`config.mk`:
```
export PLATFORM = sky130hd
export DESIGN_NAME = fetch_prefetch_buffer
export DESIGN_NICKNAME = d
export VERILOG_FILES = /design/src/rtl/fetch_prefetch_buffer_pkg.sv /design/src/rtl/fetch_prefetch_buffer_fifo.sv /design/src/rtl/fetch_prefetch_buffer.sv
export SDC_FILE = /design/constraint.sdc
export NUM_CORES = 1
export LEC_CHECK = 0
export ABC_AREA = 1
export CORE_ASPECT_RATIO = 1.2
export CORE_UTILIZATION = 40
export CTS_BUF_LIST = sky130_fd_sc_hd__clkbuf_2 sky130_fd_sc_hd__clkbuf_4 sky130_fd_sc_hd__clkbuf_8
export DETAILED_ROUTE_END_ITERATION = 16
export SETUP_SLACK_MARGIN = 0.2
export SYNTH_ARGS = -nofsm -noshare
export SYNTH_HDL_FRONTEND = slang
export SYNTH_SLANG_ARGS = --single-unit
```
`constraint.sdc`:
```
create_clock -name clk -period 6.2 [get_ports clk]
set_clock_uncertainty 0.2 [all_clocks]
set_input_delay 1.55 -clock clk [delete_from_list [all_inputs] [get_ports clk]]
set_output_delay 1.55 -clock clk [all_outputs]
set_load 0.01 [all_outputs]
```
`src/rtl/fetch_prefetch_buffer_pkg.sv`:
```
// Shared definitions for the instruction-fetch prefetch buffer.
//   XLEN        : architectural word width
//   NOP_INSTR   : instruction presented to decode when no entry is valid
//   INSTR_BYTES : PC increment between sequential instructions
//   fetch_entry_t : one buffered fetch, {pc, instr} (64 bits)
package fetch_prefetch_buffer_pkg;

    localparam int unsigned XLEN        = 32;
    localparam logic [31:0] NOP_INSTR   = 32'h0000_0013;
    localparam int unsigned INSTR_BYTES = 4;

    typedef struct packed {
        logic [XLEN-1:0] pc;
        logic [XLEN-1:0] instr;
    } fetch_entry_t;

    // Redirect targets are forced onto a word boundary.
    function automatic logic [XLEN-1:0] align_pc(input logic [XLEN-1:0] pc);
        return {pc[XLEN-1:2], 2'b00};
    endfunction

endpackage

```
`src/rtl/fetch_prefetch_buffer_fifo.sv`:
```
// fetch_fifo: synchronous DEPTH x 64-bit FIFO of fetch entries.
//   clk_i       : clock, rising edge
//   rst_i       : synchronous active-high reset
//   flush_i     : empties the FIFO; overrides push and pop
//   push_i      : write push_data_i at the tail (caller guarantees space or a same-cycle pop)
//   push_data_i : entry to write
//   pop_i       : remove the head entry (ignored when empty)
//   count_o     : number of valid entries
//   head_o      : head entry, read combinationally from registered storage
module fetch_fifo
    import fetch_prefetch_buffer_pkg::*;
#(
    parameter int unsigned DEPTH = 4,
    localparam int unsigned PtrW = $clog2(DEPTH),
    localparam int unsigned CntW = PtrW + 1
) (
    input  logic            clk_i,
    input  logic            rst_i,
    input  logic            flush_i,
    input  logic            push_i,
    input  fetch_entry_t    push_data_i,
    input  logic            pop_i,
    output logic [CntW-1:0] count_o,
    output fetch_entry_t    head_o
);

    fetch_entry_t    mem_q [DEPTH];
    logic [PtrW-1:0] wr_ptr_q, wr_ptr_d;
    logic [PtrW-1:0] rd_ptr_q, rd_ptr_d;
    logic [CntW-1:0] count_q, count_d;
    logic            push_eff;
    logic            pop_eff;

    always_comb begin
        push_eff = push_i && !flush_i;
        pop_eff  = pop_i && !flush_i && (count_q != '0);
        wr_ptr_d = wr_ptr_q;
        rd_ptr_d = rd_ptr_q;
        count_d  = count_q;
        if (flush_i) begin
            wr_ptr_d = '0;
            rd_ptr_d = '0;
            count_d  = '0;
        end else begin
            // Pointers wrap naturally because DEPTH is a power of two.
            if (push_eff) wr_ptr_d = wr_ptr_q + PtrW'(1);
            if (pop_eff)  rd_ptr_d = rd_ptr_q + PtrW'(1);
            case ({push_eff, pop_eff})
                2'b10:   count_d = count_q + CntW'(1);
                2'b01:   count_d = count_q - CntW'(1);
                default: count_d = count_q;
            endcase
        end
    end

    always_ff @(posedge clk_i) begin
        if (rst_i) begin
            wr_ptr_q <= '0;
            rd_ptr_q <= '0;
            count_q  <= '0;
        end else begin
            wr_ptr_q <= wr_ptr_d;
            rd_ptr_q <= rd_ptr_d;
            count_q  <= count_d;
        end
    end

    // Storage needs no reset: entries are only observed while count_q covers them.
    always_ff @(posedge clk_i) begin
        if (push_eff && !rst_i) begin
            mem_q[wr_ptr_q] <= push_data_i;
        end
    end

    assign count_o = count_q;
    assign head_o  = mem_q[rd_ptr_q];

endmodule

```
`src/rtl/fetch_prefetch_buffer.sv`:
```
// fetch_prefetch_buffer: instruction-fetch front end feeding the IF/ID register.
// Issues in-order word fetches to imem, buffers {pc, instr} responses and presents
// the head entry to decode. A redirect flushes the buffer and drops in-flight responses.
//   clk, rst                        : clock and synchronous active-high reset
//   redirect_valid, redirect_pc     : taken branch/jump target from execute
//   imem_req_valid/ready/addr       : fetch request port
//   imem_rsp_valid/data             : in-order responses, no back-pressure
//   out_valid/ready                 : head entry handshake with decode
//   out_instr, out_pc, out_pc_plus_4 : head entry contents
module fetch_prefetch_buffer
    import fetch_prefetch_buffer_pkg::*;
#(
    parameter int unsigned DEPTH           = 4,
    parameter int unsigned MAX_OUTSTANDING = 2,
    parameter logic [31:0] RESET_PC        = 32'h0000_0000
) (
    input  logic        clk,
    input  logic        rst,
    input  logic        redirect_valid,
    input  logic [31:0] redirect_pc,
    output logic        imem_req_valid,
    input  logic        imem_req_ready,
    output logic [31:0] imem_req_addr,
    input  logic        imem_rsp_valid,
    input  logic [31:0] imem_rsp_data,
    output logic        out_valid,
    input  logic        out_ready,
    output logic [31:0] out_instr,
    output logic [31:0] out_pc,
    output logic [31:0] out_pc_plus_4
);

    localparam int unsigned CntW = $clog2(DEPTH) + 1;

    logic [31:0]     fetch_pc_q, fetch_pc_d;
    logic [31:0]     resp_pc_q, resp_pc_d;
    logic [1:0]      outst_q, outst_d;
    logic [1:0]      drop_q, drop_d;
    logic [31:0]     last_pc_q, last_pc_d;
    logic [31:0]     last_pc_p4_q, last_pc_p4_d;

    logic [CntW-1:0] fifo_count;
    fetch_entry_t    fifo_head;
    fetch_entry_t    push_entry;
    logic            credit_ok;
    logic            req_fire;
    logic            rsp_ack;
    logic            push;
    logic            pop;
    logic [31:0]     inflight;

    always_comb begin
        inflight  = 32'(fifo_count) + 32'(outst_q);
        // Reserving FIFO space for every outstanding request keeps pushes overflow-free.
        credit_ok = (inflight < 32'(DEPTH)) && (32'(outst_q) < 32'(MAX_OUTSTANDING));
        imem_req_valid = !rst && !redirect_valid && credit_ok;
        imem_req_addr  = fetch_pc_q;
        req_fire       = imem_req_valid && imem_req_ready;

        rsp_ack = imem_rsp_valid && (outst_q != 2'd0);
        push    = imem_rsp_valid && !redirect_valid && (drop_q == 2'd0);
        out_valid = (fifo_count != '0);
        pop     = out_valid && out_ready && !redirect_valid;

        push_entry.pc    = resp_pc_q;
        push_entry.instr = imem_rsp_data;

        case ({req_fire, rsp_ack})
            2'b10:   outst_d = outst_q + 2'd1;
            2'b01:   outst_d = outst_q - 2'd1;
            default: outst_d = outst_q;
        endcase

        // A response landing in the redirect cycle is discarded directly,
        // so it is not counted again in the drop budget.
        if (redirect_valid) begin
            drop_d = rsp_ack ? (outst_q - 2'd1) : outst_q;
        end else if (imem_rsp_valid && (drop_q != 2'd0)) begin
            drop_d = drop_q - 2'd1;
        end else begin
            drop_d = drop_q;
        end

        if (redirect_valid) begin
            fetch_pc_d = align_pc(redirect_pc);
            resp_pc_d  = align_pc(redirect_pc);
        end else begin
            fetch_pc_d = req_fire ? (fetch_pc_q + 32'(INSTR_BYTES)) : fetch_pc_q;
            resp_pc_d  = push ? (resp_pc_q + 32'(INSTR_BYTES)) : resp_pc_q;
        end

        // Decode sees the last head PC held while the buffer is empty.
        last_pc_d    = last_pc_q;
        last_pc_p4_d = last_pc_p4_q;
        if (out_valid) begin
            last_pc_d    = fifo_head.pc;
            last_pc_p4_d = fifo_head.pc + 32'(INSTR_BYTES);
        end

        out_instr     = out_valid ? fifo_head.instr : NOP_INSTR;
        out_pc        = out_valid ? fifo_head.pc : last_pc_q;
        out_pc_plus_4 = out_valid ? (fifo_head.pc + 32'(INSTR_BYTES)) : last_pc_p4_q;
    end

    always_ff @(posedge clk) begin
        if (rst) begin
            fetch_pc_q   <= RESET_PC;
            resp_pc_q    <= RESET_PC;
            outst_q      <= 2'd0;
            drop_q       <= 2'd0;
            last_pc_q    <= 32'h0;
            last_pc_p4_q <= 32'h0;
        end else begin
            fetch_pc_q   <= fetch_pc_d;
            resp_pc_q    <= resp_pc_d;
            outst_q      <= outst_d;
            drop_q       <= drop_d;
            last_pc_q    <= last_pc_d;
            last_pc_p4_q <= last_pc_p4_d;
        end
    end

    fetch_fifo #(
        .DEPTH (DEPTH)
    ) u_fifo (
        .clk_i       (clk),
        .rst_i       (rst),
        .flush_i     (redirect_valid),
        .push_i      (push),
        .push_data_i (push_entry),
        .pop_i       (pop),
        .count_o     (fifo_count),
        .head_o      (fifo_head)
    );

endmodule

```
==> summary.md <==
| Metric | Value |
|---|---|
| Unrepaired setup endpoints after global routing | `false` |
| Core ar. | `roughly 44000 um^2` |
| Vias in the first global route | `approximately 14000` |
| Initial Util | `between 40 and 50%` |
| Fillers | `4148` |
| Final ANT Viol Nets | `0` |
| Non-filler cells, final | `2886` |
| CTS sink count | `roughly 390` |
| Largest fanout on the critical path | `53` |
| Pin count of the biggest net entering global routing | `between 100 and 150` |
| Crit start category | `flop` |
| Post-route DRC | `0` |
| Die area | `approximately 45000 um^2` |
| Fraction of the yosys area taken by sequential cells | `57.06%` |
| Hold Slack | `0.2440 ns` |
| Avg Synthesized Cell Area | `8.553 um^2` |
| Worst skew pair latency | `roughly 0.67 ns` |
| Class of the most critical setup path | `reg2out` |
| Pre-CTS setup slack | `around 1.1 ns` |
| Register area | `~10000 um^2` |
| Via-per-instance ratio | `slightly above 5` |
| Worst EP arrival | `approximately 4 ns` |
| Vias | `between 10000 and 15000` |
| Max_cap viols | `0` |
| CTS tree | `built` |
| Flop-to-flop setup slack | `just under 3 ns` |
| Worst slew pin tran | `approximately 1.0 ns` |
| Pwr dens | `280.6 nW/um^2` |
| Post-Syn Instances | `roughly 2100` |
| Worst vdd ir | `approximately 0.16 mV` |
| Number of synthesized register bits | `a little under 400` |
| Crit end category | `primary output` |
| Mapped Area | `17860 um^2` |
| First-pass GRT wire length | `approximately 74000 um` |
| Max stage delay on crit path | `about 0.67 ns` |
| LEAKAGE | `0.008376 uW` |
| NumNets Final | `approximately 2400` |
| Layout cell share with drive strength beyond 1 | `around 7.3%` |
| Max Clock Freq | `175.8 MHz` |
| Worst-path cell chain | `inv_2, nand2_1, nand2_1, nand2_1, nand2_1, ha_1, nand2_1, nor2_1, nand2_1, nor2_1, o22ai_1, nand2_1, clkdlybuf4s50_1` |
| Fin crit share | `91.75%` |
| Critical path buffers and inverters | `2` |
| Die H | `roughly 230 um` |
| HPWL after DPL | `30670 um` |
| Worst slew margin | `a little under a third` |
| Num rows | `84` |
| Kind of cell adding the most delay to the critical path | `simple AND/OR/NAND/NOR gates` |
| RD Place Congestion | `between 0.8 and 0.9` |
| Routed WL per cell | `16.35 um` |
| H-tree Lvls | `2` |
| Starting DRT DRC Count | `roughly 900` |
| Final slew viol count | `0` |
| Synthesis-to-finish area growth | `21.40%` |
| CP max-delay cell | `inv_2` |
| Post-synth cell types | `between 40 and 50` |
| Ys Warns | `0` |
| Tot Pwr | `about 6100 uW` |
| All-Layer GR Usage | `just over 20%` |
| Status | `completed` |
| Fin. Hold Viols | `0` |
| Setup_tns | `0 ns` |
| Io pins | `200` |
| CTS Hold Bufs | `0` |
| Total congestion overflow | `0` |
| CTS root buffer | `clkbuf_8` |
| Port bufs | `roughly 200` |
| Tmin final | `~5.7 ns` |
| Dpl cells | `approximately 2800` |
| Clk slew on worst S/H paths | `approximately 0.070 ns` |
| Final setup viols | `0` |
| Die width | `~200 um` |
| Final Routed Wirelength | `roughly 47000 um` |
| Critical Path RT | `approximately 4.5 ns` |
| Area of the multi-input gates | `around 6600 um^2` |
| Antenna violations before repair | `1` |
| DR pass1 iterations | `7` |
| CTS max path bufs | `3` |
| CTS buffer count | `60` |
| Worst setup margin | `just over 0.5 ns` |
| Cell mode on critical path | `nand2_1` |
| Hold Crit Class | `reg2reg` |
final timing paths:
kind | startpoint | to | cells after the start
worst min register to register | last_pc_p4_q[1]$_SDFF_PP0_ | last_pc_p4_q[1]$_SDFF_PP0_ | 2
worst max register to register | drop_q[0]$_SDFFE_PP0P_ | u_fifo.mem_q[2][29]$_DFFE_PP_ | 7
worst max-delay path | flop | out_pc_plus_4[14] | 13
worst min-delay path | last_pc_p4_q[1]$_SDFF_PP0_ | last_pc_p4_q[1]$_SDFF_PP0_ | 2
metrics by stage:
stage	area, um^2	util, %
detailed placement	20330	46.28
global route	21680	49.35
finish	21680	49.35
global placement	20330	46.28
CTS	21670	49.33
floorplan	17860	-
kinds of logic after synthesis:
family | Yosys count | share of synthesized area [%]
compound gates | 331 | 10.24
fa+ha+maj | 13 | 0.9528
other cells | 1 | 0.02100
flops | 385 | 57.06
xor+xnor | 25 | 1.226
simple gates | 1072 | 24.51
buf+inv | 261 | 5.990
per-layer routing:
| layer | GRT usage, % | wire [um] | up-vias |
|---|---|---|---|
| met5 | 0 | 0 | - |
| met4 | 7.874 | 1309 | 0 |
| met3 | 3.003 | 2535 | 82 |
| met2 | 33.83 | 21710 | 462 |
| met1 | 27.77 | 21620 | 6745 |
| li1 | - | - | 7332 |
worst reg2reg max path, stage by stage (launching register included):
cell and delay, ns:
dfxtp_1 0.30, inv_1 0.08, ha_1 0.17, nand2_1 0.22, nor2_1 0.54, inv_1 0.36, nor2_4 0.71, buf_4 0.36
layout make-up:
| cell class | instances | area share (%) |
|---|---|---|
| antenna | 1 | 0.01154 |
| clock buffer | 87 | 5.177 |
| clock inverter | 27 | 1.004 |
| inverter | 168 | 2.909 |
| multi-input combinational | 1443 | 30.62 |
| sequential | 385 | 47.03 |
| tap | 559 | 3.226 |
| timing repair buffer | 216 | 10.02 |
layout by cell type (no fill, tap or decap), types with 3 or more instances in the layout:
master           netlist  layout
o221ai_1               3       3
inv_1                158     158
o21ai_0              127     127
clkbuf_8               0      75
edfxtp_1             248     248
bufinv_16              0       3
or2_2                  9       9
a21oi_1              117     117
dfxtp_1              137     135
inv_2                  8       8
inv_6                  0       3
nand4_1               16      16
nor2_2                 3       3
buf_4                  8      16
clkinv_1               2       7
a211oi_1              26      26
ha_1                  12      12
nand3b_1               8       8
o211ai_1               6       6
clkbuf_4               0      12
nand2_1              580     580
o21ai_1               10      10
clkinv_2               0      15
nand3_1              121     121
o311ai_0               3       3
xor2_1                21      21
clkdlybuf4s50_1        0     194
nor2_1               292     288
nor3_1                22      22
xnor2_1                4       4
o31ai_1                3       3
o21bai_1               3       3
nor2_4                 1       5
and2_1                 6       6
buf_12                 0       5
nand2_2                7       7
a31oi_1               26      26
where the power goes:
group,switching [uW],internal [uW],leakage (uW)
Clock,1030,1300,0.000717
Combinational,468,366,0.00427
Sequential,78.8,2840,0.00338
Total,1580,4500,0.00838
synthesized netlist by cell type (all sizes together):
master	instances	area share, %
dfxtp	137	15
buf	53	1.6
nand2	587	12
nor3	24	0.73
nand3b	8	0.34
nand4	16	0.56
and3	1	0.035
o21a	2	0.084
a31oi	26	0.91
nor4	1	0.035
nand3	123	3.5
and2	6	0.21
o21ai	138	3.9
inv	166	3.5
clkbuf	40	0.84
nor2	296	6.3
a32o	1	0.056
edfxtp	248	42
conb	1	0.021
a32oi	1	0.049
ha	12	0.84
xor2	21	1.0
nor3b	1	0.042
o31ai	3	0.13
o2111ai	1	0.049
o21bai	3	0.13
o311ai	3	0.15
a21oi	117	3.3
xnor2	4	0.20
a211oi	26	1.1
o22ai	1	0.035
or2	9	0.32
clkinv	2	0.042
fa	1	0.11
o211ai	6	0.25
o221ai	3	0.15
state kept, by name, summed over array words and instances, names as in the netlist, named ones only:
name and count:
u_fifo.count_o 3, last_pc_q 32, u_fifo.wr_ptr_q 2, u_fifo.mem_q 248, last_pc_p4_q 32, drop_q 2
u_fifo.rd_ptr_q 2, outst_q 2, imem_req_addr 30, resp_pc_q 30
repair_timing:
item,CTS,global route
setup buffers,0,0
setup endpoints to repair,0,1
resized for setup,0,1
(Power assumes the default switching activity.)
